$ cat src/rtl/store_buffer.sv
// ---------------------------------------------------------------------------
// store_buffer
//
// Posted-write store buffer between a CPU and data memory. CPU stores are
// queued in a circular FIFO and drained to memory in issue order, one entry
// per memReq/memAck handshake. A store arriving while the buffer is full is
// dropped and recorded in the sticky sbOverflow flag.
//
// Optional feature, macro STORE_BUFFER_FORWARD_EN:
//   defined   -> store-to-load forwarding; lookupAddress is compared against
//                every valid entry and the youngest match is returned.
//   undefined -> lookupHit/lookupData are tied to zero and no address
//                comparators exist.
// ---------------------------------------------------------------------------
module store_buffer #(
    parameter int DEPTH  = 4,   // power of two, >= 2
    parameter int ADDR_W = 32,
    parameter int DATA_W = 32
) (
    input  logic                     clock,
    input  logic                     reset,
    // CPU store port
    input  logic                     sbWriteEnabled,
    input  logic [ADDR_W-1:0]        sbAddress,
    input  logic [DATA_W-1:0]        sbWriteInput,
    output logic                     sbFull,
    output logic                     sbEmpty,
    output logic [$clog2(DEPTH):0]   sbCount,
    output logic                     sbOverflow,
    // Memory drain port
    output logic                     memReq,
    output logic [ADDR_W-1:0]        memAddress,
    output logic [DATA_W-1:0]        memWriteData,
    input  logic                     memAck,
    // Load forwarding port
    input  logic [ADDR_W-1:0]        lookupAddress,
    output logic                     lookupHit,
    output logic [DATA_W-1:0]        lookupData
);

    localparam int PTR_W = $clog2(DEPTH);
    localparam int CNT_W = PTR_W + 1;

    typedef struct packed {
        logic [ADDR_W-1:0] addr;
        logic [DATA_W-1:0] data;
    } entry_t;

    // Registered state
    entry_t             entries_q [DEPTH];
    logic [PTR_W-1:0]   head_q, head_d;
    logic [PTR_W-1:0]   tail_q, tail_d;
    logic [CNT_W-1:0]   count_q, count_d;
    logic               overflow_q, overflow_d;

    // Per-cycle handshake decisions
    logic               full;
    logic               empty;
    logic               push;
    logic               pop;
    entry_t             entry_d;

    // Status is decoded from the registered count only, so it never depends
    // on this cycle's inputs.
    assign full  = (count_q == CNT_W'(DEPTH));
    assign empty = (count_q == '0);

    // A store is accepted only when not full; a same-cycle ack does not make
    // room for it. An ack is honoured only while a request is outstanding.
    assign push    = sbWriteEnabled & ~full;
    assign pop     = memAck & ~empty;
    assign entry_d = '{addr: sbAddress, data: sbWriteInput};

    // Next-state for pointers, occupancy and the sticky overflow flag.
    always_comb begin
        // NOTE: every variable gets a default at the top of the block so no
        // path leaves it unassigned, which would otherwise infer a latch.
        head_d     = head_q;
        tail_d     = tail_q;
        count_d    = count_q;
        overflow_d = overflow_q;

        // Pointers are exactly PTR_W bits wide, so +1 wraps modulo DEPTH.
        if (pop) begin
            head_d = head_q + 1'b1;
        end
        if (push) begin
            tail_d = tail_q + 1'b1;
        end

        unique case ({push, pop})
            2'b10:   count_d = count_q + 1'b1;
            2'b01:   count_d = count_q - 1'b1;
            default: count_d = count_q;   // idle, or push and pop together
        endcase

        if (sbWriteEnabled && full) begin
            overflow_d = 1'b1;
        end
    end

    // Control state registers with asynchronous active-high reset.
    always_ff @(posedge clock or posedge reset) begin
        // NOTE: sequential state uses non-blocking assignments so every flop
        // samples the pre-edge values, independent of statement order.
        if (reset) begin
            head_q     <= '0;
            tail_q     <= '0;
            count_q    <= '0;
            overflow_q <= 1'b0;
        end else begin
            head_q     <= head_d;
            tail_q     <= tail_d;
            count_q    <= count_d;
            overflow_q <= overflow_d;
        end
    end

    // Entry storage: written at the tail on an accepted store.
    always_ff @(posedge clock) begin
        // NOTE: the storage array is deliberately not reset; an entry is only
        // ever read while the count marks it valid, and leaving it unreset
        // lets it map onto plain RAM/register-file cells.
        if (push) begin
            entries_q[tail_q] <= entry_d;
        end
    end

    assign sbFull       = full;
    assign sbEmpty      = empty;
    assign sbCount      = count_q;
    assign sbOverflow   = overflow_q;

    // The head entry stays on the bus until it is acknowledged and popped.
    assign memReq       = ~empty;
    assign memAddress   = entries_q[head_q].addr;
    assign memWriteData = entries_q[head_q].data;

`ifdef STORE_BUFFER_FORWARD_EN

    logic              fwd_hit;
    logic [DATA_W-1:0] fwd_data;

    // Youngest-match forwarding: walk the valid entries from oldest to
    // youngest so a later match overrides an earlier one. Only registered
    // entries take part, so a store enqueuing this cycle is not seen.
    always_comb begin
        fwd_hit  = 1'b0;
        fwd_data = '0;
        for (int age = 0; age < DEPTH; age++) begin
            if ((CNT_W'(age) < count_q) &&
                (entries_q[head_q + PTR_W'(age)].addr == lookupAddress)) begin
                fwd_hit  = 1'b1;
                fwd_data = entries_q[head_q + PTR_W'(age)].data;
            end
        end
    end

    assign lookupHit  = fwd_hit;
    assign lookupData = fwd_data;

`else

    // Forwarding disabled: the lookup port is inert and the address is only
    // folded into a dangling reduction so it is visibly consumed.
    logic unused_lookup_address;
    assign unused_lookup_address = ^lookupAddress;

    assign lookupHit  = 1'b0;
    assign lookupData = '0;

`endif

endmodule
$ cat config.mk
export PLATFORM = sky130hd
export DESIGN_NAME = store_buffer
export DESIGN_NICKNAME = d
export VERILOG_FILES = /design/src/rtl/store_buffer.sv
export SDC_FILE = /design/constraint.sdc
export NUM_CORES = 1
export LEC_CHECK = 0
export ABC_AREA = 1
export BUFFER_PORTS_ARGS = -buffer_cell sky130_fd_sc_hd__buf_2
export CAP_MARGIN = 10
export CELL_PAD_IN_SITES_DETAIL_PLACEMENT = 1
export CELL_PAD_IN_SITES_GLOBAL_PLACEMENT = 1
export CORE_ASPECT_RATIO = 1.75
export CORE_UTILIZATION = 28
export CTS_BUF_LIST = sky130_fd_sc_hd__clkbuf_16
export CTS_CLUSTER_SIZE = 24
export DETAILED_ROUTE_END_ITERATION = 12
export GPL_ROUTABILITY_DRIVEN = 0
export GPL_TIMING_DRIVEN = 0
export PLACE_DENSITY_LB_ADDON = 0.1
export SLEW_MARGIN = 30
export SYNTH_ARGS = -nofsm -noshare
export SYNTH_HDL_FRONTEND = slang
export SYNTH_SLANG_ARGS = --single-unit
export TNS_END_PERCENT = 100
$ cat constraint.sdc
create_clock -name clock -period 3.9 [get_ports clock]
set_input_delay 0.975 -clock clock [delete_from_list [all_inputs] [get_ports clock]]
set_output_delay 0.975 -clock clock [all_outputs]
set_load 0.05 [all_outputs]
Yosys cells after proc, flatten, opt, wreduce, memory -nomap -nowiden. Memory sizes are Yosys's and may differ from the RTL's. Cells that the tools add are included.

$add $sub $neg: 4. Multiply operators: 0. Divide/modulo/power cells: 0. Magnitude comparators: 0. Equal/unequal tests: 3. Shifts and indexed selects: 0. Mux-type cells: 3. Bitwise logic cells: 4. Reductions and logical operators: 3.

Operators with widths (number): 3-bit case mux with 2 select lines (1); 2-bit by 1-bit adder with 2-bit output (second input constant) (2); 3-bit by 1-bit adder with 3-bit output (second input constant) (1); 3-bit == test (second input constant) (1); 3-bit zero test (1); 3-bit by 1-bit subtractor with 3-bit output (second input constant) (1); 1-bit AND (2); 2-bit by 1-bit == test with 1-bit output (second input constant) (1); 2-bit == test (second input constant) (1); 1-bit 2-to-1 mux (2); 1-bit NOT (2); 2-bit nonzero test (1); 1-bit logical AND (1).

Register bits: 8. Latch bits: 0. Memory bits (writable): 256. Bits in read-only memories: 0. Input port bits: 100. Logic and storage cells: 22. Memories kept: 1.

Memories: entries_q (words 4, bits a word 64, read ports 1, clocked after Yosys merged registers in 0, wr ports 1, RTL line 50) `entry_t entries_q [DEPTH];`.

Longest topological paths before layout. Gate-level depths: netlist (run 1).

Depth after elaboration: 5. Depth in mapped cells: 12.

Worst setup path after synthesis (run 1). Ideal clock, no wire load.

Path type: register to register. From: register count_q[0] (netlist: sbCount[0]). To: memory entries_q[0][0] (netlist name) (enable). Setup time: 0.487 ns. Arrival time: 3.810 ns. Data required time: 3.413 ns. Slack: -0.396 ns. Cell stages (with the launch flop): 5. Clock period less this slack: 4.296 ns. Path through: dfrtp_1 > inv_1 > nand3_1 > nand2_1 > nor2_1.

Cells in the longest elaborated chain, start to end: 5.

RTL lines: start: declaration (RTL line 53) `logic [CNT_W-1:0] count_q, count_d;`; start signal: assignment (RTL line 114) `count_q <= count_d;`; 3-bit == test (RTL line 65) `assign full = (count_q == CNT_W'(DEPTH));`; 1-bit NOT (RTL line 70) `assign push = sbWriteEnabled & ~full;`; 1-bit AND (RTL line 70); 1-bit 2-to-1 mux (RTL line 124) `if (push) begin`; 1-bit 2-to-1 mux (not written as such) (RTL line 125) `entries_q[tail_q] <= entry_d;`; end: declaration (RTL line 50).

Every way passes these cells.

Worst setup path after layout (run 1).
From: register head_q[0]. To: output port memWriteData[6].

Cells in the longest elaborated chain, start to end: 1.

RTL lines: start: declaration (RTL line 51) `logic [PTR_W-1:0] head_q, head_d;`; start signal: assignment (RTL line 107) `head_q <= '0;`; start signal: assignment (RTL line 112) `head_q <= head_d;`; memory read 4 x 64 bit; end: declaration (RTL line 33) `output logic [DATA_W-1:0] memWriteData,`.

Every way passes these cells.

==> qor.txt, run 1 <==
Diode count: 0
Status: finished, final reports clean
Power Density: 880 mW/mm2
Post_cts resized: 0
RSZ-0062 raised after global routing: no
WL final: 28.1 mm
Worst Hold Class: in -> async
Die ar.: 0.0399 mm2
Leakage power: 5.70 nW
CTS clk-pin slew, worst paths: 0.06 ns
H-Tree Depth: 1
Slew Viols, Final: 0
Commonest non-fill, non-tap cell in the layout: edfxtp_1
Initial antenna violation count: 3
Avg Cell Area, Syn: 12.9 um2
Clk buf depth: 3
Buffers on Ports: 138
Layout cells sized above 1: 0.247
CP Capture Type: primary output
Worst-skew pair later-pin latency: 0.54 ns
Most frequent cells in the layout: edfxtp_1 (256), nand2_1 (212), inv_1 (150)
CP Max Fanout: 10
Hold Fails Final Rpt: 0
Die W: 152 um
Multi-input logic area: 0.00206 mm2
Fin util: 0.357
Overflow after GRT: 0
Reg2Reg Setup Slack: 1.65 ns
CP Class: reg -> out
CTS sink cnt: 264
MaxCap Viol Count: 0
Sum of negative setup slack: 0 ns
Synth-to-layout area growth: 25.4%
DP HPWL: 19.6 mm
Drt via density: 4.29
Worst Reg-to-Reg Cells: 7
Synth cell types: 18
DRC: 0
First-pass GRT wire length: 42.4 mm
Critical R2R Launch: sbCount[1]
R2R Path End: entries_q[0][35]
VDD IR max: 478 uV
Num CTS Buffers: 26
#FFs+latches synth: 264
Fin crit share: 0.819
Tmin final: 3.19 ns
Routed Antenna Nets: 0
Wire per inst: 18.0 um
CP Launch Type: flop
Cells after synthesis: 847
FF/Latch Area: 0.00789 mm2
Post-CTS setup buffers: 0
GRT Total Usage: 0.145
Register area share after synthesis: 0.720
Routed vias: 6724
CTS tree: done
Setup Skew: 0.0150 ns
Post-synth design cell area: 0.0110 mm2
Clock root buffer: clkbuf_16
Achievable Freq: 0.313 GHz
Yosys warnings: 0
Chip height: 264 um
Vias in the first global route: 7200
Tightest Pin Transition: 0.664 ns
Hold-fix buffers, CTS: 0
Setup Viol. Count Final: 0
Largest net degree at the start of global routing: 19
Layout Nets: 1168
Fill count: 4195
Core Rows: 95
Drt first pass iters: 4
Core Box Area: 0.0385 mm2
Rel. slew slack: 0.557
Worst Path Arrival: 2.22 ns
Initial DRC Count: 226
Starting Density: 0.284
WP data required: 2.92 ns
Ports: 204
-- flip-flops by register name, indices dropped and copies added, names as in the netlist --
signal and cells:
tail_q 2, head_q 2, sbCount 3, entries_q 256
sbOverflow 1
-- where the power goes --
group	switching, mW	total (mW)	leakage [nW]	internal, mW
Combinational	4.19	5.68	2.82	1.49
Sequential	0.134	3.85	2.44	3.72
Clock	1.04	2.56	0.441	1.52
-- worst max path at each step --
stage                         from                to  slack, ns  cells past startpoint
floorplan               sbCount[0]   entries_q[0][0]      -0.40                      4
global placement    sbWriteEnabled  entries_q[0][19]      -3.46                      3
detailed placement  sbWriteEnabled  entries_q[0][27]       1.13                      6
CTS                      head_q[0]   memWriteData[1]       0.61                      6
global route             head_q[0]   memWriteData[6]       0.47                      6
finish                   head_q[0]   memWriteData[6]       0.71                      6
-- layer usage --
layer / up-vias / track usage / routed length (um)
met5: - / 0 / 41
met4: 6 / 0.0436 / 489
met3: 34 / 0.0221 / 1250
met2: 143 / 0.276 / 15400
met1: 3252 / 0.161 / 11000
li1: 3289 / - / -
-- kinds of logic after synthesis --
| logic type | share of synthesized area |
|---|---|
| DFF | 0.720 |
| and+or+nand+nor | 0.0778 |
| buffers and inverters | 0.105 |
| AOI/OAI and AO/OA | 0.0882 |
| adders and majority gates | 0.00754 |
| xor gates and xnor gates | 0.000800 |
| other | 0.000342 |
-- layout make-up --
cell class | instances | share of cell area
buffer | 75 | 0.0438
clock buffer | 27 | 0.0492
clock inverter | 21 | 0.0146
inverter | 147 | 0.0402
multi-input combinational | 393 | 0.150
sequential | 264 | 0.574
tap | 485 | 0.0442
timing repair buffer | 155 | 0.0835
-- synth_stat cells --
master / number / area, um2
nand4_1: 1 / 6.26
inv_2: 2 / 7.51
ha_1: 5 / 62.6
buf_6: 23 / 259
o211ai_1: 128 / 961
xnor2_1: 1 / 8.76
inv_1: 145 / 544
nand3_1: 7 / 35.0
fa_1: 1 / 20.0
nor2_1: 4 / 15.0
conb_1: 1 / 3.75
clkbuf_1: 6 / 22.5
dfrtp_1: 8 / 200
nand2_1: 212 / 796
o21ai_0: 1 / 5.00
buf_4: 36 / 270
buf_2: 10 / 50.1
edfxtp_1: 256 / 7690
-- through the flow --
step                      instance area [um2]  instances  power, mW  worst slack [ns]  hold WS [ns]
final                                   13700       1567       12.1             0.707         0.400
after global placement                  12400       1502       9.51             -3.46         0.478
after global routing                    13700       1567       12.8             0.475         0.414
after detailed placement                12900       1519       9.77              1.13         0.483
after CTS                               13700       1567       12.4             0.607         0.377
after floorplan                         11100        879       7.83            -0.396         0.484
-- worst max-delay path, stage by stage, from the launching register on --
cell      delay (ns)
dfrtp_1         0.41
inv_2           0.18
clkbuf_1        0.50
nand2_1         0.11
o211ai_1        0.13
nand2_1         0.12
buf_2           0.23
Power figures use the tool's default switching activity.
==> run 2, diff against run 1 <==
ABC_AREA = 0   (was 1)
clock period = 3 ns   (was 3.9 ns; I/O delays follow)
==> run 2 against run 1 <==
Against the previous run: core utilization shrank 0.36 points; cell area shrank 9.9%; total power is 17% higher; sequential share of layout area grew 6.3 points; clock power grew 30%; non-clock buffer count decreased by 40; first-iteration DRC count down 19%; highest routed layer unchanged; register-to-register slack lost 0.82 ns; worst hold slack worse by 0.24 ns; combinational power is 0.9% higher; cell count shrank 30%.
==> qor.txt, run 2 <==
MaxCap Viol Count: 0
Fill count: 3558
Die W: 145 um
Finished layout cell area: 0.0124 mm2
Routed vias: 4583
Initial antenna violation count: 1
WL final: 21.6 mm
CTS tree: done
Post-synth top area cell: edfxtp_1
Most frequent cells in the layout: edfxtp_1 (256), buf_2 (139), mux4_2 (64)
Primary FF master, synth: edfxtp_1
Worst Hold Class: in -> async
DRC: 0
CTS clk-pin slew, worst paths: 0.06 ns
Die ar.: 0.0363 mm2
Drt first pass iters: 4
Number of synthesized flops with an enable pin: 256
Yosys warnings: 0
CTS sink cnt: 264
Top cells by area, synth: edfxtp_1 (77%), mux4_2 (14%), buf_4 (2.6%)
Setup Viol. Count Final: 0
Post-synth design cell area: 0.00995 mm2
Vias in the first global route: 5183
Tightest Pin Transition: 0.680 ns
Leakage power: 4.39 nW
DP HPWL: 13.6 mm
Fin crit share: 0.958
Drt via density: 4.19
#FFs+latches synth: 264
Multi-input logic area: 0.00181 mm2
Wire per inst: 19.7 um
Diode count: 0
Ys async rst share: 0.0303
Synth cell types: 22
FF/Latch Area: 0.00789 mm2
Starting Density: 0.284
Placed insts: 1049
Avg Cell Area, Syn: 24.3 um2
Max FFs per register: 256
Total power: 14.1 mW
Power Density: 1140 mW/mm2
CP Max Fanout: 10
Register area share after synthesis: 0.793
Hold_ws: 0.156 ns
Slew Viols, Final: 0
Synth-to-layout area growth: 24.4%
Hold Fails Final Rpt: 0
Status: finished, final reports clean
CP Class: reg -> out
Setup Skew: 0.0205 ns
Commonest non-fill, non-tap cell in the layout: edfxtp_1
Tmin final: 2.87 ns
Sum of negative setup slack: 0 ns
Final Non-Filler Cells: 1095
Chip height: 251 um
Share of the synthesized area in the top cell type: 0.772
CP Capture Type: primary output
Core Rows: 91
First-pass GRT wire length: 32.5 mm
Ports: 204
VDD IR max: 566 uV
Clock root buffer: clkbuf_16
Routed Antenna Nets: 0
Hold-fix buffers, CTS: 0
H-Tree Depth: 1
Buffers on Ports: 138
RSZ-0062 raised after global routing: no
CP Launch Type: flop
Achievable Freq: 0.348 GHz
Largest net degree at the start of global routing: 34
Most numerous cell in the Yosys netlist: edfxtp_1
Worst-skew pair later-pin latency: 0.53 ns
WP data required: 2.25 ns
GRT Total Usage: 0.124
Clk buf depth: 3
Core Box Area: 0.0351 mm2
Top cells by count, synth: edfxtp_1 (256), mux4_2 (64), buf_4 (35), dfrtp_1 (8), inv_1 (8)
Worst Path Arrival: 2.12 ns
Cells after synthesis: 409
Largest register by flop count: entries_q
Dpl cell area: 0.0115 mm2
Initial DRC Count: 184
Num CTS Buffers: 26
Layout Nets: 718
Rel. slew slack: 0.547
Overflow after GRT: 0
Layout cells sized above 1: 0.476
==> run 2: routing by layer <==
layer  global-route usage  vias to the layer above  wire (um)
met3               0.0257                       23       1130
met5                    0                        -         13
met4               0.0454                        2        458
li1                     -                     2037          -
met2                0.232                      119      12200
met1                0.133                     2402       7840
==> run 2: final timing paths <==
check / start / endpoint / slack, ns / depth (start not counted)
hold / removal: reset / sbCount[1] / 0.16 / 2
setup / recovery: head_q[0] / memAddress[15] / 0.13 / 4
hold reg to reg: sbOverflow / sbOverflow / 0.46 / 1
min in group clock: sbWriteInput[5] / entries_q[0][5] / 0.42 / 1
setup reg to reg: sbCount[2] / entries_q[2][42] / 0.83 / 4
max in group asynchronous: reset / head_q[1] / 2.58 / 2
==> run 2: cell type report <==
cell class / count / share of cell area
buffer: 47 / 0.0311
clock inverter: 19 / 0.0156
tap: 465 / 0.0470
multi-input combinational: 122 / 0.146
sequential: 264 / 0.637
clock buffer: 27 / 0.0546
timing repair buffer: 143 / 0.0657
inverter: 8 / 0.00243
==> run 2: report_power, final <==
part	switching [mW]	internal (mW)	total, mW
combinational	3.99	1.74	5.73
sequential	0.186	4.88	5.06
clock	1.36	1.97	3.33
==> run 2: timing repair <==
action                     CTS  global route
buffers inserted             0             0
gates resized for setup      3             7
hold endpoints to repair     0             0
setup endpoints to repair    4            19
==> run 2: stage by stage <==
step / utilization / worst slack [ns]
detailed placement: 0.327 / 0.494
finish: 0.353 / 0.126
global route: 0.353 / 0.0108
floorplan: - / 0.214
global placement: 0.324 / -0.232
CTS: 0.352 / 0.00193
==> run 2: cell families after synthesis <==
| logic type | Yosys count | share of synthesized area |
|---|---|---|
| DFF | 264 | 0.793 |
| muxes | 66 | 0.147 |
| buffers and inverters | 55 | 0.0385 |
| and+or+nand+nor | 10 | 0.00729 |
| adders and majority gates | 6 | 0.00830 |
| xor gates and xnor gates | 6 | 0.00528 |
| other | 1 | 0.000377 |
| AOI/OAI and AO/OA | 1 | 0.000755 |
==> run 2: worst max-delay path: stages, from the launching register on <==
cell     delay, ns
dfrtp_1       0.45
buf_12        0.20
buf_6         0.20
mux4_2        0.53
buf_2         0.23
